<file path="config.mk">
export PLATFORM = sky130hd
export DESIGN_NAME = pe_feeder
export DESIGN_NICKNAME = d
export VERILOG_FILES = /design/src/rtl/pe_feeder.sv
export SDC_FILE = /design/constraint.sdc
export NUM_CORES = 1
export LEC_CHECK = 0
export CAP_MARGIN = 20
export CORE_AREA = 2 2 104 106
export DETAILED_ROUTE_END_ITERATION = 6
export DIE_AREA = 0 0 106 108
export PLACE_DENSITY = 0.82
export SYNTH_ARGS = -nofsm -noshare
export SYNTH_HDL_FRONTEND = slang
export SYNTH_SLANG_ARGS = --single-unit
export TNS_END_PERCENT = 30
</file>
<file path="constraint.sdc">
create_clock -name clk -period 2.35 [get_ports clk]
set_clock_uncertainty 0.05 [all_clocks]
set_input_delay 0.3525 -clock clk [delete_from_list [all_inputs] [get_ports clk]]
set_output_delay 0.3525 -clock clk [all_outputs]
set_load 0.02 [all_outputs]
</file>
<file path="src/rtl/pe_feeder.sv">
// Streams stored reference/query symbols into B skewed lanes for a systolic PE array.
// Define FEEDER_BACKPRESSURE_EN to let down_ready stall the wavefront step counter.
module pe_feeder #(
    parameter int unsigned B = 4,
    parameter int unsigned L = 8
) (
    input  logic             clk,
    input  logic             reset,
    input  logic             in_valid,
    output logic             in_ready,
    input  logic [2:0]       in_ref,
    input  logic [2:0]       in_qry,
    input  logic             down_ready,
    output logic [7:0]       ctr,
    output logic [3*B-1:0]   R,
    output logic [3*B-1:0]   Q,
    output logic             run_valid,
    output logic             done
);

    localparam int unsigned AW     = (L > 1) ? $clog2(L) : 1;
    localparam int unsigned CW     = $clog2(L + 1);
    localparam logic [2:0]  PAD    = 3'b100;
    localparam logic [7:0]  T_LAST = 8'(2 * L - 1);

    typedef enum logic [1:0] {
        IDLE,
        LOAD,
        RUN,
        DONE
    } state_e;

    state_e           state_q, state_d;
    logic [CW-1:0]    load_cnt_q, load_cnt_d;
    logic [7:0]       t_q, t_d;
    logic [7:0]       ctr_q, ctr_d;
    logic [3*B-1:0]   r_q, r_d;
    logic [3*B-1:0]   q_q, q_d;
    logic             run_valid_q, run_valid_d;
    logic             done_q, done_d;

    logic [2:0]       ref_mem_q [L];
    logic [2:0]       qry_mem_q [L];

    logic             wr_en;
    logic             advance;
    logic [3*B-1:0]   r_lanes;
    logic [3*B-1:0]   q_lanes;

`ifdef FEEDER_BACKPRESSURE_EN
    assign advance = (state_q == RUN) && down_ready;
`else
    logic unused_down_ready;
    assign unused_down_ready = down_ready;
    assign advance = (state_q == RUN);
`endif

    assign in_ready = (state_q == LOAD);
    assign wr_en    = (state_q == LOAD) && in_valid;

    always_comb begin
        state_d    = state_q;
        load_cnt_d = load_cnt_q;
        t_d        = t_q;
        case (state_q)
            IDLE: begin
                state_d    = LOAD;
                load_cnt_d = '0;
                t_d        = '0;
            end
            LOAD: begin
                if (in_valid) begin
                    load_cnt_d = load_cnt_q + 1'b1;
                    if (load_cnt_q == CW'(L - 1)) begin
                        state_d = RUN;
                        t_d     = '0;
                    end
                end
            end
            RUN: begin
                if (advance) begin
                    if (t_q == T_LAST) begin
                        state_d = DONE;
                    end else begin
                        t_d = t_q + 8'd1;
                    end
                end
            end
            DONE: begin
                state_d    = LOAD;
                load_cnt_d = '0;
                t_d        = '0;
            end
            default: state_d = IDLE;
        endcase
    end

    // Reference lane k lags by k steps; query lane k lags by B-1-k steps.
    always_comb begin
        r_lanes = '0;
        q_lanes = '0;
        for (int unsigned k = 0; k < B; k++) begin
            r_lanes[3*k +: 3] = PAD;
            q_lanes[3*k +: 3] = PAD;
            if ((32'(t_q) >= k) && (32'(t_q) - k < L)) begin
                r_lanes[3*k +: 3] = ref_mem_q[AW'(32'(t_q) - k)];
            end
            if ((32'(t_q) >= B - 1 - k) && (32'(t_q) - (B - 1 - k) < L)) begin
                q_lanes[3*k +: 3] = qry_mem_q[AW'(32'(t_q) - (B - 1 - k))];
            end
        end
    end

    // A stalled RUN cycle keeps the last step visible but withdraws run_valid.
    always_comb begin
        ctr_d       = '0;
        r_d         = '0;
        q_d         = '0;
        run_valid_d = 1'b0;
        done_d      = (state_q == DONE);
        if (advance) begin
            ctr_d       = t_q;
            r_d         = r_lanes;
            q_d         = q_lanes;
            run_valid_d = 1'b1;
        end else if (state_q == RUN) begin
            ctr_d = ctr_q;
            r_d   = r_q;
            q_d   = q_q;
        end
    end

    always_ff @(posedge clk) begin
        if (reset) begin
            state_q     <= IDLE;
            load_cnt_q  <= '0;
            t_q         <= '0;
            ctr_q       <= '0;
            r_q         <= '0;
            q_q         <= '0;
            run_valid_q <= 1'b0;
            done_q      <= 1'b0;
        end else begin
            state_q     <= state_d;
            load_cnt_q  <= load_cnt_d;
            t_q         <= t_d;
            ctr_q       <= ctr_d;
            r_q         <= r_d;
            q_q         <= q_d;
            run_valid_q <= run_valid_d;
            done_q      <= done_d;
        end
    end

    always_ff @(posedge clk) begin
        if (wr_en) begin
            ref_mem_q[load_cnt_q[AW-1:0]] <= in_ref;
            qry_mem_q[load_cnt_q[AW-1:0]] <= in_qry;
        end
    end

    assign ctr       = ctr_q;
    assign R         = r_q;
    assign Q         = q_q;
    assign run_valid = run_valid_q;
    assign done      = done_q;

endmodule

</file>
==> metrics <==
Critical R2R Launch t_q[1]$_SDFFE_PP0P_; core area 10,200 sq um; post-CTS setup buffers 0; final worst-path cycle share 0.967; clock slew at reported path FFs 0.11 ns; final wirelength 12,100 um; Crit path top cell by count buf_4; nets 513; worst hold slack 0.456 ns; Max Cap Viol 0; critical path's slowest cell nor4_1; antenna violations before repair 0; Yosys cell types 54; Setup crit start kind register; CTS Root Cell clkbuf_8; CP required about 2.6 ns; post-cts gate resize count 0; clock sinks between 90 and 100; largest net degree at the start of global routing 34; Clock Latency Late Sink between 0.3 and 0.4 ns; critical path fanouts, max 7; TritonCTS buffer count 9; routability cong. 0.966; TritonRoute pass-1 iters 5; fillers approximately 800; CP Capture Type register; Max VDD drop 310 uV; count of pins over their slew limit 0; ys flop type dfxtp_1; final hold viol count 0; Yosys top cell by area edfxtp_1; R2R depth 6; layout cells sized above 1 0.169; CTS tree built; sequential-to-total area share from yosys stat 0.471; Ant. Diodes 0; Post-synth top cells dfxtp_1, edfxtp_1, mux2i_1, nand2_1, nor2_1; top-count cell post-synth dfxtp_1; Final Setup Violations 0; FF+latch count, synth 99; crit-path max cell delay between 0.5 and 0.6 ns; vias in the first global route about 3,700; DRT iter0 DRCs 426; H-tree depth 3; DR WL/cell between 15 and 20 um; unrepaired setup endpoints after global routing no; Critical Path Stages 6; status finished, final reports clean; hold buffer count at CTS 0; Final HPWL DP 8740 um; synthesized instance count 440; Arrival @ worst endpoint between 2 and 2.5 ns; Setup CP Type reg -> reg; leak pwr between 2 and 2.5 nW; synthesized area per cell 11.9 sq um; Worst-Margin Slew between 0.7 and 0.8 ns; ys async rst share 0; worst r2r dst R[9]$_SDFF_PP0_; r2r setup slk a little under 0.08 ns; Fmax 0.440 GHz; fin crit period ~2.3 ns; CP Buf/Inv Count 2; Area growth syn-to-layout 16.3%; top cell type's share of synthesized area 0.276; Max transition margin 0.516; Via Count 3,903; GRT Residual Overflow 0; syn_nets 461; io pins 45; PwrDens 693 nW/um^2; Reg area between 2000 and 2500 sq um; number of synthesized flops with an enable pin 48; Clock Path Buffers 2; area of the mapped netlist 5230 sq um; die area 11,400 sq um; CP Cell Sequence buf_4, ha_1, buf_4, nor4_1, o311ai_2, a2111oi_1; DRT antenna net count 0; Hold Startpoint t_q[2]$_SDFFE_PP0P_; Hold Path Class reg -> reg; largest cells by area after synthesis edfxtp_1, dfxtp_1, mux4_2; std cell rows 37; IO buf count between 40 and 50; first-pass GRT wire length 18,900 um; Vias per Instance between 6 and 7; area of the multi-input gates approximately 2600 sq um; critical path's top delay family compound AO/OA/AOI/OAI gates; # DRC 0; Initial Util 0.511; Setup TNS 0 ns; Critical Path Start t_q[1]$_SDFFE_PP0P_; GR Util All Layers 0.217; Critical Path Sink R[9]$_SDFF_PP0_; die width 106 um; Die Y-Extent 108 um; yosys warns 0
## worst min-delay path by stage
stage / endpoint / slack [ns] / cells after the start
after global placement: ctr[2]$_SDFF_PP0_ / 0.43 / 2
after CTS: ctr[2]$_SDFF_PP0_ / 0.46 / 2
after detailed placement: ctr[2]$_SDFF_PP0_ / 0.44 / 2
final: ctr[2]$_SDFF_PP0_ / 0.46 / 2
after global routing: ctr[2]$_SDFF_PP0_ / 0.48 / 2
after floorplan: done$_SDFF_PP0_ / 0.37 / 1
## sequential cells by signal, indices dropped and copies added (netlist names), named ones only
register and flops:
qry_mem_q 24, ref_mem_q 24, Q 12, R 12
ctr 8, t_q 8, load_cnt_q 4, state_q 2
done 1, run_valid 1
## stage by stage
step | total power [mW] | instances | setup WS, ns | area [sq um] | utilization
final | 4.22 | 633 | 0.0786 | 6080 | 0.594
after global routing | 4.42 | 633 | 0.0154 | 6080 | 0.594
after CTS | 4.23 | 633 | 0.0988 | 6080 | 0.594
after detailed placement | 3.16 | 617 | 0.194 | 5890 | 0.576
after global placement | 3.12 | 617 | 0.323 | 5890 | 0.576
after floorplan | 2.82 | 440 | 0.0377 | 5230 | -
## layout by cell type (no fill, tap or decap), types with 9 or more instances in the layout
cell             synthesis  layout
nand3b_1                10      10
mux2i_1                 45      45
a21oi_1                 16      16
nor2_1                  25      25
clkbuf_8                 0       9
edfxtp_1                48      48
a211oi_1                12      12
nor3_1                  13      13
nor3b_1                 16      16
nand2_1                 29      29
mux4_2                  24      24
buf_4                    3      28
clkdlybuf4s50_1          0      43
ha_1                    11      11
dfxtp_1                 51      50
## area by class of cell
type                       instances  share of cell area
timing repair buffer              72               0.109
clock buffer                       9              0.0204
tap                              136              0.0280
sequential                        99               0.405
inverter                           7             0.00473
clock inverter                     7              0.0111
multi-input combinational        303               0.422
## tightest hold or removal path: cells and delay by family, from the launching register on
family | cells | cell delay, ns
buf+inv | 1 | 0.08
flops | 1 | 0.35
simple gates | 1 | 0.04
## power breakdown
part	total (mW)	internal, mW	switching (mW)
logic	1.19	0.516	0.670
clock network	1.08	0.416	0.661
registers	1.95	1.89	0.0613
## per-layer routing
layer | share of wire | wire [um] | global-route usage | vias up
met5 | 0 | 0 | 0 | -
met4 | 0.022 | 267 | 0.0968 | 0
li1 | - | - | - | 1787
met1 | 0.42 | 5070 | 0.294 | 1881
met3 | 0.076 | 921 | 0.0416 | 26
met2 | 0.48 | 5810 | 0.341 | 209
## cell families (layout without fill, tap and decap cells)
kind of cell,after synthesis,in the layout,synth area share
buffers and inverters,38,95,0.0385
AND/OR/NAND/NOR,147,147,0.153
adder cells (fa/ha/maj),11,11,0.0263
flip-flops,99,99,0.471
XOR/XNOR,6,6,0.0187
AO/OA/AOI/OAI,66,66,0.0950
multiplexers,73,73,0.198
No activity file was read; power rests on OpenSTA's default activity.
